`config.mk`:
```
export PLATFORM = sky130hd
export DESIGN_NAME = m_store_unit_flat
export DESIGN_NICKNAME = d
export VERILOG_FILES = /design/src/rtl/m_store_unit_if.sv /design/src/rtl/m_store_unit.sv /design/src/flat_wrapper.sv
export SDC_FILE = /design/constraint.sdc
export NUM_CORES = 1
export LEC_CHECK = 0
export ABC_AREA = 0
export ABC_CLOCK_PERIOD_IN_PS = 5930
export CORE_ASPECT_RATIO = 1.25
export CORE_MARGIN = 2
export CORE_UTILIZATION = 30
export DETAILED_ROUTE_END_ITERATION = 6
export GPL_TIMING_DRIVEN = 0
export HOLD_SLACK_MARGIN = 0.15
export PLACE_DENSITY = 0.56
export SLEW_MARGIN = 20
export SYNTH_ARGS = -nofsm -noshare
export SYNTH_HDL_FRONTEND = slang
export SYNTH_SLANG_ARGS = --single-unit
```
`constraint.sdc`:
```
create_clock -name clk -period 5.93 [get_ports clk]
set_input_delay 1.186 -clock clk [delete_from_list [all_inputs] [get_ports clk]]
set_output_delay 1.186 -clock clk [all_outputs]
set_load 0.01 [all_outputs]
```
`src/rtl/m_store_unit_if.sv`:
```
// m_store_unit_if: write-side request/ack bus between the M-stage store unit and the bridge
interface m_store_unit_if;
    logic        req;
    logic [31:0] addr;
    logic [31:0] wdata;
    logic [3:0]  be;
    logic        ack;
    modport master(output req, addr, wdata, be, input ack);
    modport slave(input req, addr, wdata, be, output ack);
endinterface

```
`src/rtl/m_store_unit.sv`:
```
// m_store_unit: M-stage store path with AdES detection, lane formatting and a single-write bus handshake
module m_store_unit #(
    parameter logic [31:0] DM_END  = 32'h0000_2FFF,
    parameter logic [31:0] T1_BASE = 32'h0000_7F00,
    parameter logic [31:0] T2_BASE = 32'h0000_7F10
) (
    input  logic           clk,
    input  logic           reset,
    input  logic           st_valid,
    input  logic [1:0]     st_sel,
    input  logic [31:0]    st_addr,
    input  logic [31:0]    st_wdata,
    input  logic           st_ov,
    input  logic           st_flush,
    output logic           st_exades,
    output logic           st_stall,
    output logic           st_done,
    m_store_unit_if.master bus
);
    typedef enum logic {IDLE, BUSY} state_t;
    state_t      state, state_nx;
    logic [31:0] off1, off2, data_nx;
    logic [3:0]  be_nx;
    logic        is_st, in_t1, in_t2, timer, cnt_reg, fault, accept;

    assign off1    = st_addr - T1_BASE;
    assign off2    = st_addr - T2_BASE;
    assign in_t1   = st_addr >= T1_BASE && off1 < 32'd12;
    assign in_t2   = st_addr >= T2_BASE && off2 < 32'd12;
    assign timer   = in_t1 || in_t2;
    assign cnt_reg = (in_t1 && off1[3:2] == 2'd2) || (in_t2 && off2[3:2] == 2'd2);
    assign is_st   = st_valid && st_sel != 2'd3;
    assign fault   = st_ov
                   || (st_sel == 2'd0 && st_addr[1:0] != 2'd0)
                   || (st_sel == 2'd1 && st_addr[0])
                   || !(st_addr <= DM_END || timer)
                   || (timer && st_sel != 2'd0)
                   || cnt_reg;
    assign accept  = state == IDLE && is_st && !fault && !st_flush;
    assign be_nx   = st_sel == 2'd0 ? 4'hF
                   : st_sel == 2'd1 ? (st_addr[1] ? 4'hC : 4'h3)
                   : 4'b0001 << st_addr[1:0];
    assign data_nx = st_sel == 2'd0 ? st_wdata
                   : st_sel == 2'd1 ? {2{st_wdata[15:0]}}
                   : {4{st_wdata[7:0]}};

    // state register; reset abandons any pending write
    always_ff @(posedge clk or negedge reset)
        if (!reset) state <= IDLE;
        else        state <= state_nx;

    // an accepted store occupies the bus until the bridge acks it
    always_comb
        state_nx = state == IDLE ? (accept ? BUSY : IDLE) : (bus.ack ? IDLE : BUSY);

    // request, exception and stall; ack only matters while BUSY
    always_comb begin
        bus.req   = state == BUSY;
        st_exades = is_st && state == IDLE && fault;
        st_stall  = accept || (state == BUSY && !bus.ack);
    end

    // hold the formatted write stable for the whole transaction and pulse done after ack
    always_ff @(posedge clk or negedge reset)
        if (!reset) begin
            bus.addr  <= '0;
            bus.wdata <= '0;
            bus.be    <= '0;
            st_done   <= 1'b0;
        end else begin
            st_done <= state == BUSY && bus.ack;
            if (accept) begin
                bus.addr  <= {st_addr[31:2], 2'b00};
                bus.wdata <= data_nx;
                bus.be    <= be_nx;
            end
        end
endmodule

```
`src/flat_wrapper.sv`:
```
// flat-port wrapper written by rule: the top's interface ports become plain ports
module m_store_unit_flat 
#(
    parameter logic [31:0] DM_END  = 32'h0000_2FFF,
    parameter logic [31:0] T1_BASE = 32'h0000_7F00,
    parameter logic [31:0] T2_BASE = 32'h0000_7F10
)
  (clk, reset, st_valid, st_sel, st_addr, st_wdata, st_ov, st_flush, st_exades, st_stall, st_done, bus_req, bus_addr, bus_wdata, bus_be, bus_ack);
  m_store_unit_if bus_i ();
  input  logic clk;
  input  logic reset;
  input  logic st_valid;
  input  logic [1:0] st_sel;
  input  logic [31:0] st_addr;
  input  logic [31:0] st_wdata;
  input  logic st_ov;
  input  logic st_flush;
  output logic st_exades;
  output logic st_stall;
  output logic st_done;
  output wire logic [$bits(bus_i.req)-1:0] bus_req;
  output wire logic [$bits(bus_i.addr)-1:0] bus_addr;
  output wire logic [$bits(bus_i.wdata)-1:0] bus_wdata;
  output wire logic [$bits(bus_i.be)-1:0] bus_be;
  input wire logic [$bits(bus_i.ack)-1:0] bus_ack;
  assign bus_req = bus_i.req;
  assign bus_addr = bus_i.addr;
  assign bus_wdata = bus_i.wdata;
  assign bus_be = bus_i.be;
  assign bus_i.ack = bus_ack;
  m_store_unit #(.DM_END(DM_END), .T1_BASE(T1_BASE), .T2_BASE(T2_BASE)) u_core (.clk(clk), .reset(reset), .st_valid(st_valid), .st_sel(st_sel), .st_addr(st_addr), .st_wdata(st_wdata), .st_ov(st_ov), .st_flush(st_flush), .st_exades(st_exades), .st_stall(st_stall), .st_done(st_done), .bus(bus_i));
endmodule
```
After elaboration in Yosys (flattened, before gate mapping). Cells that the tools add are included.

Register bits: 68. Bits of input ports: 72. Word-level logic and storage cells: 56.

Add/subtract/negate cells: 2. Order comparisons: 5. Equality and inequality tests: 4. Shifts and indexed selects: 1. Muxes and demuxes: 8. Bitwise logic cells: 1. Reductions and logical operators: 30.

Operators by type and width (number): $ge 32x15->1 const B (2); $lt 32x4->1 const B (2); $mux 32 (2); $sub 32x15->32 const B (2); $le 32x14->1 const B (1); $logic_and 1x1->1 (14); $mux 4 (3); $logic_or 1x1->1 (9); $eq 2x2->1 const B (2); $logic_not 1->1 (4); $reduce_bool 2->1 (2); $shl 1x2->4 const A (1); $mux 1 (3); $eq 2x1->1 const B (1); $logic_not 2->1 (1); $ne 2x2->1 const B (1); $not 1->1 (1).

Longest topological paths before layout.
Word-level depth: 14. Depth in mapped cells: 11. Mapped depth without buffers: 7.

Worst setup path before layout. No wires, ideal clock.

Path kind: input to output. From: in st_addr[6]. To: out st_stall. Arrival time: 3836 ps. Path slack: 908 ps. Stages on the path: 10. Buffers on the path: 3. Path through: or4_1 buf_2 or4_1 and3_1 or4_4 nor4b_4 o2111ai_2 buf_6 clkbuf_1 o21ai_0.

Longest elaborated chain between the ends: 13. Elaborated cells on any way between the ends: 23.

RTL lines: start: declaration (RTL line flat_wrapper.sv:14) `input logic [31:0] st_addr;`; $sub 32x15->32, on equally long branches (RTL line m_store_unit.sv:26, m_store_unit.sv:27); $lt 32x4->1, on equally long branches (RTL line m_store_unit.sv:28, m_store_unit.sv:29); $logic_and 1x1->1, on equally long branches (RTL line m_store_unit.sv:28, m_store_unit.sv:29); $logic_or 1x1->1 (RTL line m_store_unit.sv:30) `assign timer = in_t1 || in_t2;`; $logic_or 1x1->1 (RTL line m_store_unit.sv:36) `|| !(st_addr <= DM_END || timer)`; $logic_not 1->1 (RTL line m_store_unit.sv:36); $logic_or 1x1->1 (RTL line m_store_unit.sv:36); $logic_or 1x1->1 (RTL line m_store_unit.sv:37) `|| (timer && st_sel != 2'd0)`; $logic_or 1x1->1 * (RTL line m_store_unit.sv:38) `|| cnt_reg;`; $logic_not 1->1 * (RTL line m_store_unit.sv:39) `assign accept = state == IDLE && is_st && !fault && !st_flush;`; $logic_and 1x1->1 * (2 in a row) (RTL line m_store_unit.sv:39); $logic_or 1x1->1 * (RTL line m_store_unit.sv:60) `st_stall = accept || (state == BUSY && !bus.ack);`; end: declaration (RTL line flat_wrapper.sv:19) `output logic st_stall;`.

Mark *: on every way between the ends. The rest lies on a longest branch, timed or not.

Final worst setup path.
From: in st_addr[6]. To: out st_exades.

Longest elaborated chain between the ends: 10. Elaborated cells on any way between the ends: 20.

RTL lines: $sub 32x15->32, on equally long branches (RTL line m_store_unit.sv:26, m_store_unit.sv:27); $lt 32x4->1, on equally long branches (RTL line m_store_unit.sv:28, m_store_unit.sv:29); $logic_and 1x1->1, on equally long branches (RTL line m_store_unit.sv:28, m_store_unit.sv:29); $logic_or 1x1->1 (RTL line m_store_unit.sv:30); $logic_or 1x1->1 (RTL line m_store_unit.sv:36); $logic_not 1->1 (RTL line m_store_unit.sv:36); $logic_or 1x1->1 (RTL line m_store_unit.sv:36); $logic_or 1x1->1 (RTL line m_store_unit.sv:37); $logic_or 1x1->1 * (RTL line m_store_unit.sv:38); $logic_and 1x1->1 * (RTL line m_store_unit.sv:59) `st_exades = is_st && state == IDLE && fault;`; end: declaration (RTL line flat_wrapper.sv:18) `output logic st_exades;`.

Marked as above.

==> metrics.log <==
[metrics] run status: finished, final reports clean
[metrics] Syn-to-layout area delta: 57.1%
[metrics] synth unique cells: 45
[metrics] fraction of layout instances using a drive strength above 1: 0.205
[metrics] clock slew at the register clock pins of the worst setup and hold paths: 60 ps
[metrics] fraction of the yosys area taken by sequential cells: 0.502
[metrics] die extent in y: 123 um
[metrics] number of global-route vias before repair: 3057
[metrics] DR DRC count: 0
[metrics] hold path startpoint: u_core.bus.addr[22]
[metrics] Vias: 2876
[metrics] number of cells on the worst reg-to-reg path: 6
[metrics] data required time of the worst path: 4740 ps
[metrics] sinks on the clock net: 68
[metrics] worst min path class: register to register
[metrics] final-report hold violation count: 0
[metrics] register bit total from synthesis: 68
[metrics] cts bufs inserted: 9
[metrics] total of warnings raised by yosys: 0
[metrics] fill cell count: 1048
[metrics] final worst clock skew: 7.59 ps
[metrics] Async SR Flop Fraction: 1.00
[metrics] share of the clock period used by the worst path after layout: 0.974
[metrics] number of flops mapped to enable cells by yosys: 0
[metrics] combined flip-flop and latch cell area: 0.00170 mm^2
[metrics] worst hold margin: 478 ps
[metrics] Total Wirelength: 9.97 mm
[metrics] Setup TNS: 0 ps
[metrics] die width: 99.0 um
[metrics] PD cells: 215 mW/mm^2
[metrics] synthesized instance count: 291
[metrics] top library cells by usage in the layout, fill and taps aside: 138 x sky130_fd_sc_hd__clkdlybuf4s50_1, 68 x sky130_fd_sc_hd__dfrtp_1, 48 x sky130_fd_sc_hd__mux2_2, 25 x sky130_fd_sc_hd__o21ai_0, 21 x sky130_fd_sc_hd__and2_1
[metrics] critical path, cell by cell: clkdlybuf4s50_1 > or4_4 > buf_2 > or4_1 > and3_1 > or4_4 > nor4b_4 > o21ai_0 > and2_1 > clkdlybuf4s50_1
[metrics] cell row count: 43
[metrics] VDD IR-drop max: 127 uV
[metrics] Slew Viols, Final: 0
[metrics] unrepaired setup endpoints after global routing: no
[metrics] nature of the critical path endpoint: output pin
[metrics] transition at the pin with the smallest max-transition slack: 835 ps
[metrics] average instance area after synthesis: 11.6 um^2
[metrics] Root Buffer Master: sky130_fd_sc_hd__clkbuf_16
[metrics] maximum capacitance violations: 0
[metrics] boundary pin count: 144
[metrics] maximum frequency from static timing analysis: 0.173 GHz
[metrics] maximum root-to-sink buffer count: 2
[metrics] PortBufs: 140
[metrics] Detailed Place HPWL: 7.41 mm
[metrics] setup slack on the worst flop-to-flop path: 4240 ps
[metrics] worst-case hold path end point: u_core.bus.addr[22]
[metrics] TritonCTS clock tree: built
[metrics] total number of H-tree levels: 3
[metrics] Multi-input gate area: 0.00156 mm^2
[metrics] detailed-route wire length per cell: 17.1 um
[metrics] standard cell with the maximum stage delay on the critical path: sky130_fd_sc_hd__or4_4
[metrics] leakage power: 2.42 nW
[metrics] Setup crit start kind: primary input
[metrics] GRT Overall Usage: 0.170
[metrics] # nets final: 516
[metrics] final weighted congestion of routability-driven global placement: 0.913
[metrics] Initial DRT Pass Iterations: 4
[metrics] total core area: 0.0110 mm^2
[metrics] worst r2r dst: u_core.bus.wdata[18]
[metrics] vias per cell: 4.92
[metrics] number of antenna violations at the first check in global routing: 0
[metrics] data arrival time of the critical path: 4590 ps
[metrics] count of endpoints failing setup in the final report: 0
[metrics] Worst R2R Start: u_core.bus.req
[metrics] crit path max fanout: 10
[metrics] number of cells on the worst hold path: 1
[metrics] effective utilization at floorplan: 0.307
[metrics] die outline area: 0.0122 mm^2
[metrics] predominant post-synthesis flop cell: sky130_fd_sc_hd__dfrtp_1
[metrics] Congestion Overflow GR: 0
[metrics] post-layout minimum cycle time: 5780 ps
[metrics] violation count after the first detailed-route iteration: 81
[metrics] biggest cell delay along the critical path: 570 ps
[metrics] maximum number of pins on one net before global-route repair: 51
[metrics] final design utilization: 0.483
[metrics] first-pass GRT wire length: 16.0 mm
[metrics] worst relative slew slack: 0.444
[metrics] category of the critical setup timing path: primary input to output pin
[metrics] remaining antenna violation count after routing: 0
[metrics] clock latency on the worst-skew pair: 330 ps
[metrics] leading cell type in the layout, fill and taps excluded: sky130_fd_sc_hd__clkdlybuf4s50_1
[metrics] cell area after synthesis: 0.00339 mm^2
[metrics] antenna cells: 0
-- layout make-up --
| cell class | instances | area share |
|---|---|---|
| Buffer | 15 | 0.0157 |
| Clock buffer | 9 | 0.0423 |
| Clock inverter | 7 | 0.0172 |
| Inverter | 14 | 0.00987 |
| Multi-Input combinational cell | 194 | 0.294 |
| Sequential cell | 68 | 0.320 |
| Tap cell | 135 | 0.0317 |
| Timing Repair Buffer | 142 | 0.270 |
-- synth_stat cells, drive strengths merged (2+ instances only) --
library cell  count  area (um^2)
a21oi             3         15.0
and2             21          131
nand2            15         56.3
nor3              4         20.0
nand4             4         25.0
o21ai            25          125
a41oi             2         17.5
nand3             4         20.0
dfrtp            68         1700
and4              2         17.5
or3               3         18.8
a21o              2         15.0
a2111oi           2         17.5
mux2i             8         80.1
nor4              4         31.3
or4               5         41.3
nor2              9         33.8
inv              14         52.6
mux2             58          691
clkbuf            7         26.3
a31oi             2         12.5
buf               9         61.3
and3              4         25.0
-- metrics by stage --
step                setup WS (ps)  power (mW)  area, um^2  std cells
finish                        155        1.14        5320        584
global route                 16.5        1.19        5320        584
CTS                           141        1.16        5310        584
detailed placement           -455       0.586        4990        568
global placement             -411       0.584        4960        567
floorplan                     908       0.508        3390        292
-- cells by family after synthesis --
kind of cell / synth area share
AOI/OAI and AO/OA: 0.0872
muxes: 0.228
DFF: 0.502
and+or+nand+nor: 0.140
buffers and inverters: 0.0414
other: 0.00111
-- power breakdown --
group | switching [mW] | internal, mW
clock | 0.197 | 0.366
sequential | 0.00000184 | 0.464
combinational | 0.0517 | 0.0627
-- critical path: cells and delay by family --
| family | cells | cell delay (ps) |
|---|---|---|
| AO/OA/AOI/OAI | 1 | 100 |
| buffers and inverters | 3 | 1150 |
| AND/OR/NAND/NOR | 6 | 2150 |
-- sequential cells by signal (all words and copies together) (netlist names) --
register          count
u_core.bus.addr      30
u_core.bus.be         4
u_core.bus.req        1
u_core.bus.wdata     32
u_core.st_done        1
-- how the worst max path moves through the flow --
| stage | from | to | slack (ps) | cells after the start |
|---|---|---|---|---|
| final | st_addr[6] | st_exades | 150 | 10 |
| after global routing | st_addr[6] | st_exades | 20 | 10 |
| after CTS | st_addr[6] | st_exades | 140 | 10 |
| after detailed placement | st_sel[0] | st_stall | -460 | 11 |
| after global placement | st_addr[6] | st_stall | -410 | 12 |
| after floorplan | st_addr[6] | st_stall | 910 | 10 |
-- what timing repair did --
item,CTS,global route
resized for setup,6,1
pin swaps,1,0
buffers inserted,1,0
setup endpoints to repair,1,1
hold buffers,0,0
cloned,0,0
-- routing by layer --
metal / part of all wire / up-vias / track usage
li1: - / 1344 / -
met1: 0.39 / 1415 / 0.192
met2: 0.50 / 101 / 0.296
met3: 0.080 / 16 / 0.0552
met4: 0.023 / 0 / 0.0693
met5: 0 / - / 0
No activity file was read; power rests on OpenSTA's default activity.
